$ cat config.mk
export PLATFORM = sky130hd
export DESIGN_NAME = frame_buf_arbiter
export DESIGN_NICKNAME = d
export VERILOG_FILES = /design/src/rtl/gfx_pkg.sv /design/src/rtl/frame_buf_arbiter_rr_grant.sv /design/src/rtl/frame_buf_arbiter.sv
export SDC_FILE = /design/constraint.sdc
export NUM_CORES = 1
export LEC_CHECK = 0
export ABC_AREA = 1
export CAP_MARGIN = 5
export CORE_MARGIN = 8
export CORE_UTILIZATION = 40
export CTS_CLUSTER_DIAMETER = 120
export CTS_CLUSTER_SIZE = 25
export DETAILED_ROUTE_END_ITERATION = 10
export PLACE_DENSITY = 0.86
export SYNTH_ARGS = -nofsm -noshare
export SYNTH_HDL_FRONTEND = slang
export SYNTH_SLANG_ARGS = --single-unit
$ cat constraint.sdc
create_clock -name clk -period 6.16 [get_ports clk]
set_clock_uncertainty 0.2 [all_clocks]
set_input_delay 1.232 -clock clk [delete_from_list [all_inputs] [get_ports clk]]
set_output_delay 1.232 -clock clk [all_outputs]
set_load 0.02 [all_outputs]
$ cat src/rtl/gfx_pkg.sv
// Shared types and constants for the frame-buffer side of the graphics pipeline.
package gfx_pkg;

  localparam int DW = 32;
  localparam int BW = 4;

  typedef enum logic {
    OP_READ  = 1'b0,
    OP_WRITE = 1'b1
  } op_e;

  localparam int REQ_FILL_RECT = 0;
  localparam int REQ_LINE      = 1;
  localparam int REQ_REFRESH   = 2;

endpackage

$ cat src/rtl/frame_buf_arbiter_rr_grant.sv
// Combinational round-robin picker: first requester at or after the pointer,
// wrapping, when enabled; one-hot grant plus its index.
module rr_grant #(
  parameter int N  = 3,
  parameter int IW = (N > 1) ? $clog2(N) : 1
) (
  input  logic [N-1:0]  req_i,
  input  logic [IW-1:0] ptr_i,
  input  logic          en_i,
  output logic [N-1:0]  gnt_o,
  output logic [IW-1:0] idx_o,
  output logic          vld_o
);

  logic [IW:0]   sum;
  logic [IW-1:0] cand;

  always_comb begin
    gnt_o = '0;
    idx_o = '0;
    vld_o = 1'b0;
    sum   = '0;
    cand  = '0;
    for (int k = 0; k < N; k++) begin
      // pointer + offset, folded back into 0..N-1 without a divider
      sum = {1'b0, ptr_i} + (IW+1)'(k);
      if (sum >= (IW+1)'(N)) sum = sum - (IW+1)'(N);
      cand = sum[IW-1:0];
      if (en_i && !vld_o && req_i[cand]) begin
        vld_o       = 1'b1;
        idx_o       = cand;
        gnt_o[cand] = 1'b1;
      end
    end
  end

endmodule

$ cat src/rtl/frame_buf_arbiter.sv
// Round-robin arbiter from N_REQ word requesters onto one single-port frame
// buffer; read data is steered back to the issuer through a tag pipeline.
import gfx_pkg::*;

module frame_buf_arbiter #(
  parameter int N_REQ  = 3,
  parameter int RD_LAT = 1,
  parameter int AW     = 16
) (
  input  logic                clk,
  input  logic                rst_,
  input  logic [DW*N_REQ-1:0] req_data,
  input  logic [AW*N_REQ-1:0] req_addr,
  input  logic [BW*N_REQ-1:0] req_wben,
  input  logic [N_REQ-1:0]    req_op,
  input  logic [N_REQ-1:0]    req_rts,
  output logic [N_REQ-1:0]    req_rtr,
  output logic [DW-1:0]       rd_data,
  output logic [N_REQ-1:0]    rd_valid,
  input  logic                mem_rdy,
  output logic                mem_en,
  output logic                mem_we,
  output logic [AW-1:0]       mem_addr,
  output logic [DW-1:0]       mem_wdata,
  output logic [BW-1:0]       mem_wben,
  input  logic [DW-1:0]       mem_rdata
);

  localparam int IW = (N_REQ > 1) ? $clog2(N_REQ) : 1;

  logic              mem_en_q, mem_we_q;
  logic [AW-1:0]     mem_addr_q;
  logic [DW-1:0]     mem_wdata_q;
  logic [BW-1:0]     mem_wben_q;
  logic [IW-1:0]     cmd_idx_q;
  logic [IW-1:0]     ptr_q;
  logic [RD_LAT-1:0] tag_v_q;
  logic [IW-1:0]     tag_q [RD_LAT];
  logic [N_REQ-1:0]  rd_valid_q;
  logic [DW-1:0]     rd_data_q;

  logic              cmd_free;
  logic              gnt_vld;
  logic [IW-1:0]     gnt_idx;
  logic [N_REQ-1:0]  gnt;

  // The single command slot can be refilled in the same cycle it drains.
  assign cmd_free = ~mem_en_q | mem_rdy;

  rr_grant #(.N(N_REQ), .IW(IW)) u_rr_grant (
    .req_i (req_rts),
    .ptr_i (ptr_q),
    .en_i  (cmd_free),
    .gnt_o (gnt),
    .idx_o (gnt_idx),
    .vld_o (gnt_vld)
  );

  always_ff @(posedge clk) begin
    if (rst_) begin
      mem_en_q    <= 1'b0;
      mem_we_q    <= 1'b0;
      mem_addr_q  <= '0;
      mem_wdata_q <= '0;
      mem_wben_q  <= '0;
      cmd_idx_q   <= '0;
      ptr_q       <= '0;
      tag_v_q     <= '0;
      for (int k = 0; k < RD_LAT; k++) tag_q[k] <= '0;
      rd_valid_q  <= '0;
      rd_data_q   <= '0;
    end else begin
      if (gnt_vld) begin
        mem_en_q    <= 1'b1;
        mem_we_q    <= req_op[gnt_idx];
        mem_addr_q  <= req_addr[gnt_idx*AW +: AW];
        mem_wdata_q <= req_data[gnt_idx*DW +: DW];
        mem_wben_q  <= (req_op[gnt_idx] == OP_WRITE) ? req_wben[gnt_idx*BW +: BW] : '0;
        cmd_idx_q   <= gnt_idx;
        ptr_q       <= (gnt_idx == IW'(N_REQ-1)) ? '0 : gnt_idx + IW'(1);
      end else if (mem_rdy) begin
        mem_en_q <= 1'b0;
      end

      tag_v_q[0] <= mem_en_q & mem_rdy & ~mem_we_q;
      tag_q[0]   <= cmd_idx_q;
      for (int k = 1; k < RD_LAT; k++) begin
        tag_v_q[k] <= tag_v_q[k-1];
        tag_q[k]   <= tag_q[k-1];
      end

      rd_valid_q <= '0;
      if (tag_v_q[RD_LAT-1]) begin
        rd_valid_q[tag_q[RD_LAT-1]] <= 1'b1;
        rd_data_q                   <= mem_rdata;
      end
    end
  end

  assign req_rtr   = gnt;
  assign mem_en    = mem_en_q;
  assign mem_we    = mem_we_q;
  assign mem_addr  = mem_addr_q;
  assign mem_wdata = mem_wdata_q;
  assign mem_wben  = mem_wben_q;
  assign rd_valid  = rd_valid_q;
  assign rd_data   = rd_data_q;

endmodule
Word level (Yosys, flattened, before mapping)

Memories as Yosys holds them, arrays and structs flattened.
Cells that the tools add are included.

Flip-flop bits (word level): 94
RAM bits: 2
Bits of input ports: 197
Output and inout port bits: 92
Memories kept: 1

Add/subtract/negate cells: 6
$lt $le $gt $ge: 12
Equality and inequality tests: 1
Shift operators: 3
Muxes and demuxes: 37
Bitwise gates (word level): 8
Reductions and logical operators: 14

Memory list:

| memory | words | bits a word | rd ports | clocked after Yosys merged registers in | wr ports | RTL line                | source |
|---|---|---|---|---|---|---|---|
| tag_q  | 1     | 2           | 1        | 0                                       | 1        | frame_buf_arbiter.sv:38 | `logic [IW-1:0] tag_q [RD_LAT];` |

Operator list:

| cell                                                                                | number |
|---|---|
| 96-bit by 8-bit indexed part select with 32-bit output                              | 1 |
| 48-bit by 7-bit indexed part select with 16-bit output                              | 1 |
| 1-bit 2-to-1 mux                                                                    | 17 |
| 2-bit 2-to-1 mux                                                                    | 8 |
| 2-bit by 3-bit < comparator with 1-bit output, second input constant                | 5 |
| 12-bit by 5-bit indexed part select with 4-bit output                               | 1 |
| 1-bit logical AND                                                                   | 9 |
| 3-bit 2-to-1 mux                                                                    | 3 |
| 1-bit binary-select mux with 2-bit select                                           | 4 |
| 1-bit demux with 2-bit select                                                       | 4 |
| 2-bit by 1-bit greater-or-equal comparator with 1-bit output, second input constant | 4 |
| 3-bit by 2-bit greater-or-equal comparator with 1-bit output, second input constant | 2 |
| 3-bit OR                                                                            | 2 |
| 2-bit subtractor, second input constant                                             | 3 |
| 4-bit 2-to-1 mux                                                                    | 1 |
| 2-bit OR reduction                                                                  | 2 |
| 2-bit by 1-bit adder with 3-bit output, second input constant                       | 1 |
| 2-bit by 2-bit adder with 3-bit output, second input constant                       | 1 |
| 1-bit inverter                                                                      | 3 |
| 2-bit by 1-bit adder with 2-bit output, second input constant                       | 1 |
| 1-bit AND                                                                           | 2 |
| 2-bit equality test, second input constant                                          | 1 |
| 2-bit greater-or-equal comparator, second input constant                            | 1 |
| 1-bit logical NOT                                                                   | 2 |
| other kinds (2)                                                                     | 2 |

Depth between registers and ports, before layout

Depth in word-level cells: 17
Depth in mapped cells: 17
Gate-level depth less buffers: 16

Hierarchy

A second synthesis with hierarchy kept.

Cell total of the unflattened synthesis: 626
Area, all modules: 4561.9 sq um

Modules (own cells, without submodules):

| module            | instances | cells an instance | area each (sq um) |
|---|---|---|---|
| frame_buf_arbiter | 1         | 564               | 4200.3 |
| rr_grant          | 1         | 62                | 361.6 |

Worst setup path before layout

No wires, ideal clock.

Kind: input to output
Start: in req_rts[1]
End: out req_rtr[1]
Data arrival time: 2281 ps
Required time: 4728 ps
Slack: 2447 ps
Cell stages on the path: 7
Buffers on the path: 0
Cell sequence: nand2_1 > nand3_1 > nand2_2 > nand3_1 > nor2_4 > inv_1 > o21ai_0

Cells in the longest elaborated chain, start to end: 12

Ends and longest elaborated chain:

| item                                      | RTL line                         | source |
|---|---|---|
| start: declaration                        | frame_buf_arbiter.sv:16          | `input logic [N_REQ-1:0] req_rts,` |
| 1-bit binary-select mux with 2-bit select | frame_buf_arbiter_rr_grant.sv:29 | `if (en_i && !vld_o && req_i[cand]) begin` |
| 1-bit 2-to-1 mux (implied by the code)    | frame_buf_arbiter_rr_grant.sv:29 |  |
| 1-bit logical AND                         | frame_buf_arbiter_rr_grant.sv:29 |  |
| 1-bit 2-to-1 mux                          | frame_buf_arbiter_rr_grant.sv:29 |  |
| 1-bit logical NOT                         | frame_buf_arbiter_rr_grant.sv:29 |  |
| 1-bit logical AND (2 in series)           | frame_buf_arbiter_rr_grant.sv:29 |  |
| 1-bit 2-to-1 mux                          | frame_buf_arbiter_rr_grant.sv:29 |  |
| 1-bit logical NOT                         | frame_buf_arbiter_rr_grant.sv:29 |  |
| 1-bit logical AND (2 in series)           | frame_buf_arbiter_rr_grant.sv:29 |  |
| 3-bit 2-to-1 mux *                        | frame_buf_arbiter_rr_grant.sv:29 |  |
| end: declaration                          | frame_buf_arbiter.sv:17          | `output logic [N_REQ-1:0] req_rtr,` |

Every way passes the cells marked *; elsewhere a longest branch is shown, timed or not. The select of a mux whose other input is x is not followed.

Final worst setup path

Same ends and word-level chain as after synthesis.

==> run metrics <==
H-tree depth 3; top cells by count, synth nor2_1 (115), dfxtp_1 (96), o21ai_0 (78); Slew Limit Headroom approximately 28%; antenna viol nets, final 0; Post-Synth XOR/XNOR Area 0%; clk_lat worst skew 0.34 ns; Setup violations, final 0; area of the multi-input gates 2360 um^2; crit path capture type primary output; reg-to-reg startpoint ptr_q[0]; Cell Area, Placed 7500 um^2; max frequency ~210 MHz; worst path cell trace clkdlybuf4s50_1, nand2_1, nand3_1, nand2_2, nand3_1, nor2_4, inv_1, o21ai_0, clkdlybuf4s50_1; Mean Syn Cell Area 7.43 um^2; kind of critical path primary input to primary output; Hold Vio Cnt, Final 0; final setup TNS 0 ns; # hold bufs at CTS 0; Synth area leaders dfxtp_1 (41%), nor2_1 (9.3%), o21ai_0 (8.4%), a21oi_1 (6.8%), nand2_1 (5.8%); # IOs about 290; GRT overflow 0; final-report max-slew violation count 0; via count 5302; Yosys top cell by area dfxtp_1; Tmin final 4.66 ns; first-pass GRT wire length around 27000 um; RSZ-0062 raised after global routing false; initial antenna violation count 0; outcome finished, final reports clean; vias in the first global route between 5000 and 6000; Detailed Place HPWL between 10000 and 15000 um; filler cell count in the final layout approximately 970; arrival time of the worst setup path 3.23 ns; Core Area about 11000 um^2; Netlist cell types 32; CP startpoint req_rts[1]; Buf+Inv Stages, Crit Path 3; # Post-CTS Setup Buffers 0; Crit path largest cell delay 0.64 ns; Peak supply drop between 200 and 300 uV; Power Density approximately 450 nW/um^2; largest net degree at the start of global routing 55; router iterations before antenna repair 5; die height about 120 um; Area growth syn-to-layout 67.3%; # DRC 0; Startpoint Class primary input; Crit path required time approximately 4.7 ns; cell area after layout between 7000 and 8000 um^2; hold path startpoint tag_q[0][1]; Mapped Area ~4700 um^2; clk root buf clkbuf_16; GRT Total Usage a little under a quarter; ANT cells 0; worst min path class flip-flop to flip-flop; largest family of logic cells by synthesized area compound AO/OA/AOI/OAI gates; Leak 3.04 nW; Mapped Nets roughly 830; die area between 15000 and 20000 um^2; simple-gate share of the synthesized area 21.4%; worst slew pin tran 1.08 ns; post-synthesis compound-gate area fraction between 20% and 30%; Register Area just under 2000 um^2; MaxCap Viol Count 0; Routed WL between 15000 and 20000 um; share of the synthesized area in the top cell type roughly 41%; main flop type after synthesis dfxtp_1; Seq/Total Area, Yosys between 40 and 50%; Crit path max-delay family buffers and inverters; Clock Path Buffers 2; initial DRC count roughly 310; Inserted Clock Buffers 9; Std-Cell Rows 39; worst hold margin 0.221 ns; async set-reset flop share out of synthesis 0%; Vias/cell between 5 and 6; count leader, synth nor2_1; Clock Sink Count between 90 and 100; Final Cycle Share around three quarters; fraction of layout cells with a size suffix above 1 roughly 8.9%; EDFF count, synth 0; Port Buffer Count approximately 290; Mapped Cells 626; nets@finish approximately 1100; PostCTS Resize Cnt 0; Slowest cell on crit path clkdlybuf4s50_1; Initial Util approximately 41%; clock-pin transition on the worst setup and hold timing paths about 0.06 ns; adder and majority cell fraction of the synthesized area between 1 and 1.5%; Avg WL per Cell ~18 um; Ys Warns 0; CTS tree done; Seq cells post-synth 96; Placer Congestion just over 0.9; multiplexer area fraction after synthesis 0%; Total Power 3.47 mW; Die Wd between 100 and 150 um; CP Max Fanout 7
metrics by stage:
stage               utilization [%]  worst slack (ns)  instances
finish                         68.4              1.50       1032
global route                   68.4              1.40       1032
CTS                            68.4              1.50       1032
detailed placement             66.0              1.51       1017
global placement               66.0              1.58       1017
floorplan                         -              2.45        626
layout make-up:
cell class	instances	area share (%)
Clock inverter	5	0.531
Tap cell	143	2.30
Multi-Input combinational cell	453	30.3
Timing Repair Buffer	293	37.5
Inverter	32	1.54
Sequential cell	96	24.7
Clock buffer	10	3.07
path summary, 6_finish.rpt:
path | end | slack, ns | cells past startpoint
worst max-delay path | req_rtr[1] | 1.50 | 9
worst min-delay path | rd_valid[0] | 0.22 | 1
worst max register to register | mem_wben[0] | 2.72 | 15
worst min register to register | rd_valid[0] | 0.22 | 1
sequential cells by signal, indices dropped and copies added, names as in the netlist, 2 cells and up:
register	cells
mem_wdata	32
rd_data	32
mem_addr	16
mem_wben	4
rd_valid	3
cmd_idx_q	2
ptr_q	2
tag_q	2
cells in the final DEF (no fill, tap or decap), types with 2 or more instances in the layout:
master           netlist  routed
a21oi_1               63      63
nor2_4                 2       2
nor3_1                 5       5
a21oi_2               21      21
or2_1                  4       4
nor2_2                 2       2
a22oi_1               10      10
nor2_1               115     115
o21ai_1               10      10
clkinv_4               0       2
dfxtp_1               96      96
inv_2                  3       3
nand2_1               72      72
inv_1                 29      29
clkinvlp_4             0       2
nand2_2                3       3
clkdlybuf4s50_1        0     288
o21ai_0               78      78
nand3_1               10      10
o211ai_1              21      21
clkbuf_16              0       9
buf_4                  3       5
a22oi_2               10      10
ha_1                   4       4
or2_2                 16      16
where the power goes:
group | leakage [nW] | internal (mW) | switching, mW | total, mW
sequential | 0.790 | 0.800 | 0.0946 | 0.894
clock | 0.131 | 0.285 | 0.244 | 0.529
combinational | 2.12 | 0.817 | 1.23 | 2.05
metal layers:
| metal | wire length, um | share of wire (%) | GRT usage (%) | vias to the layer above |
|---|---|---|---|---|
| li1 | - | - | - | 2617 |
| met1 | 6720 | 37 | 24.7 | 2384 |
| met2 | 8630 | 48 | 38.6 | 256 |
| met3 | 2060 | 11 | 8.52 | 45 |
| met4 | 700 | 3.9 | 10.9 | 0 |
| met5 | 0 | 0 | 0 | - |
logic make-up after synthesis:
| kind of cell | Yosys count |
|---|---|
| buffers and inverters | 77 |
| flip-flops | 96 |
| AND/OR/NAND/NOR | 234 |
| adder cells (fa/ha/maj) | 4 |
| AO/OA/AOI/OAI | 215 |
(Power assumes the default switching activity.)
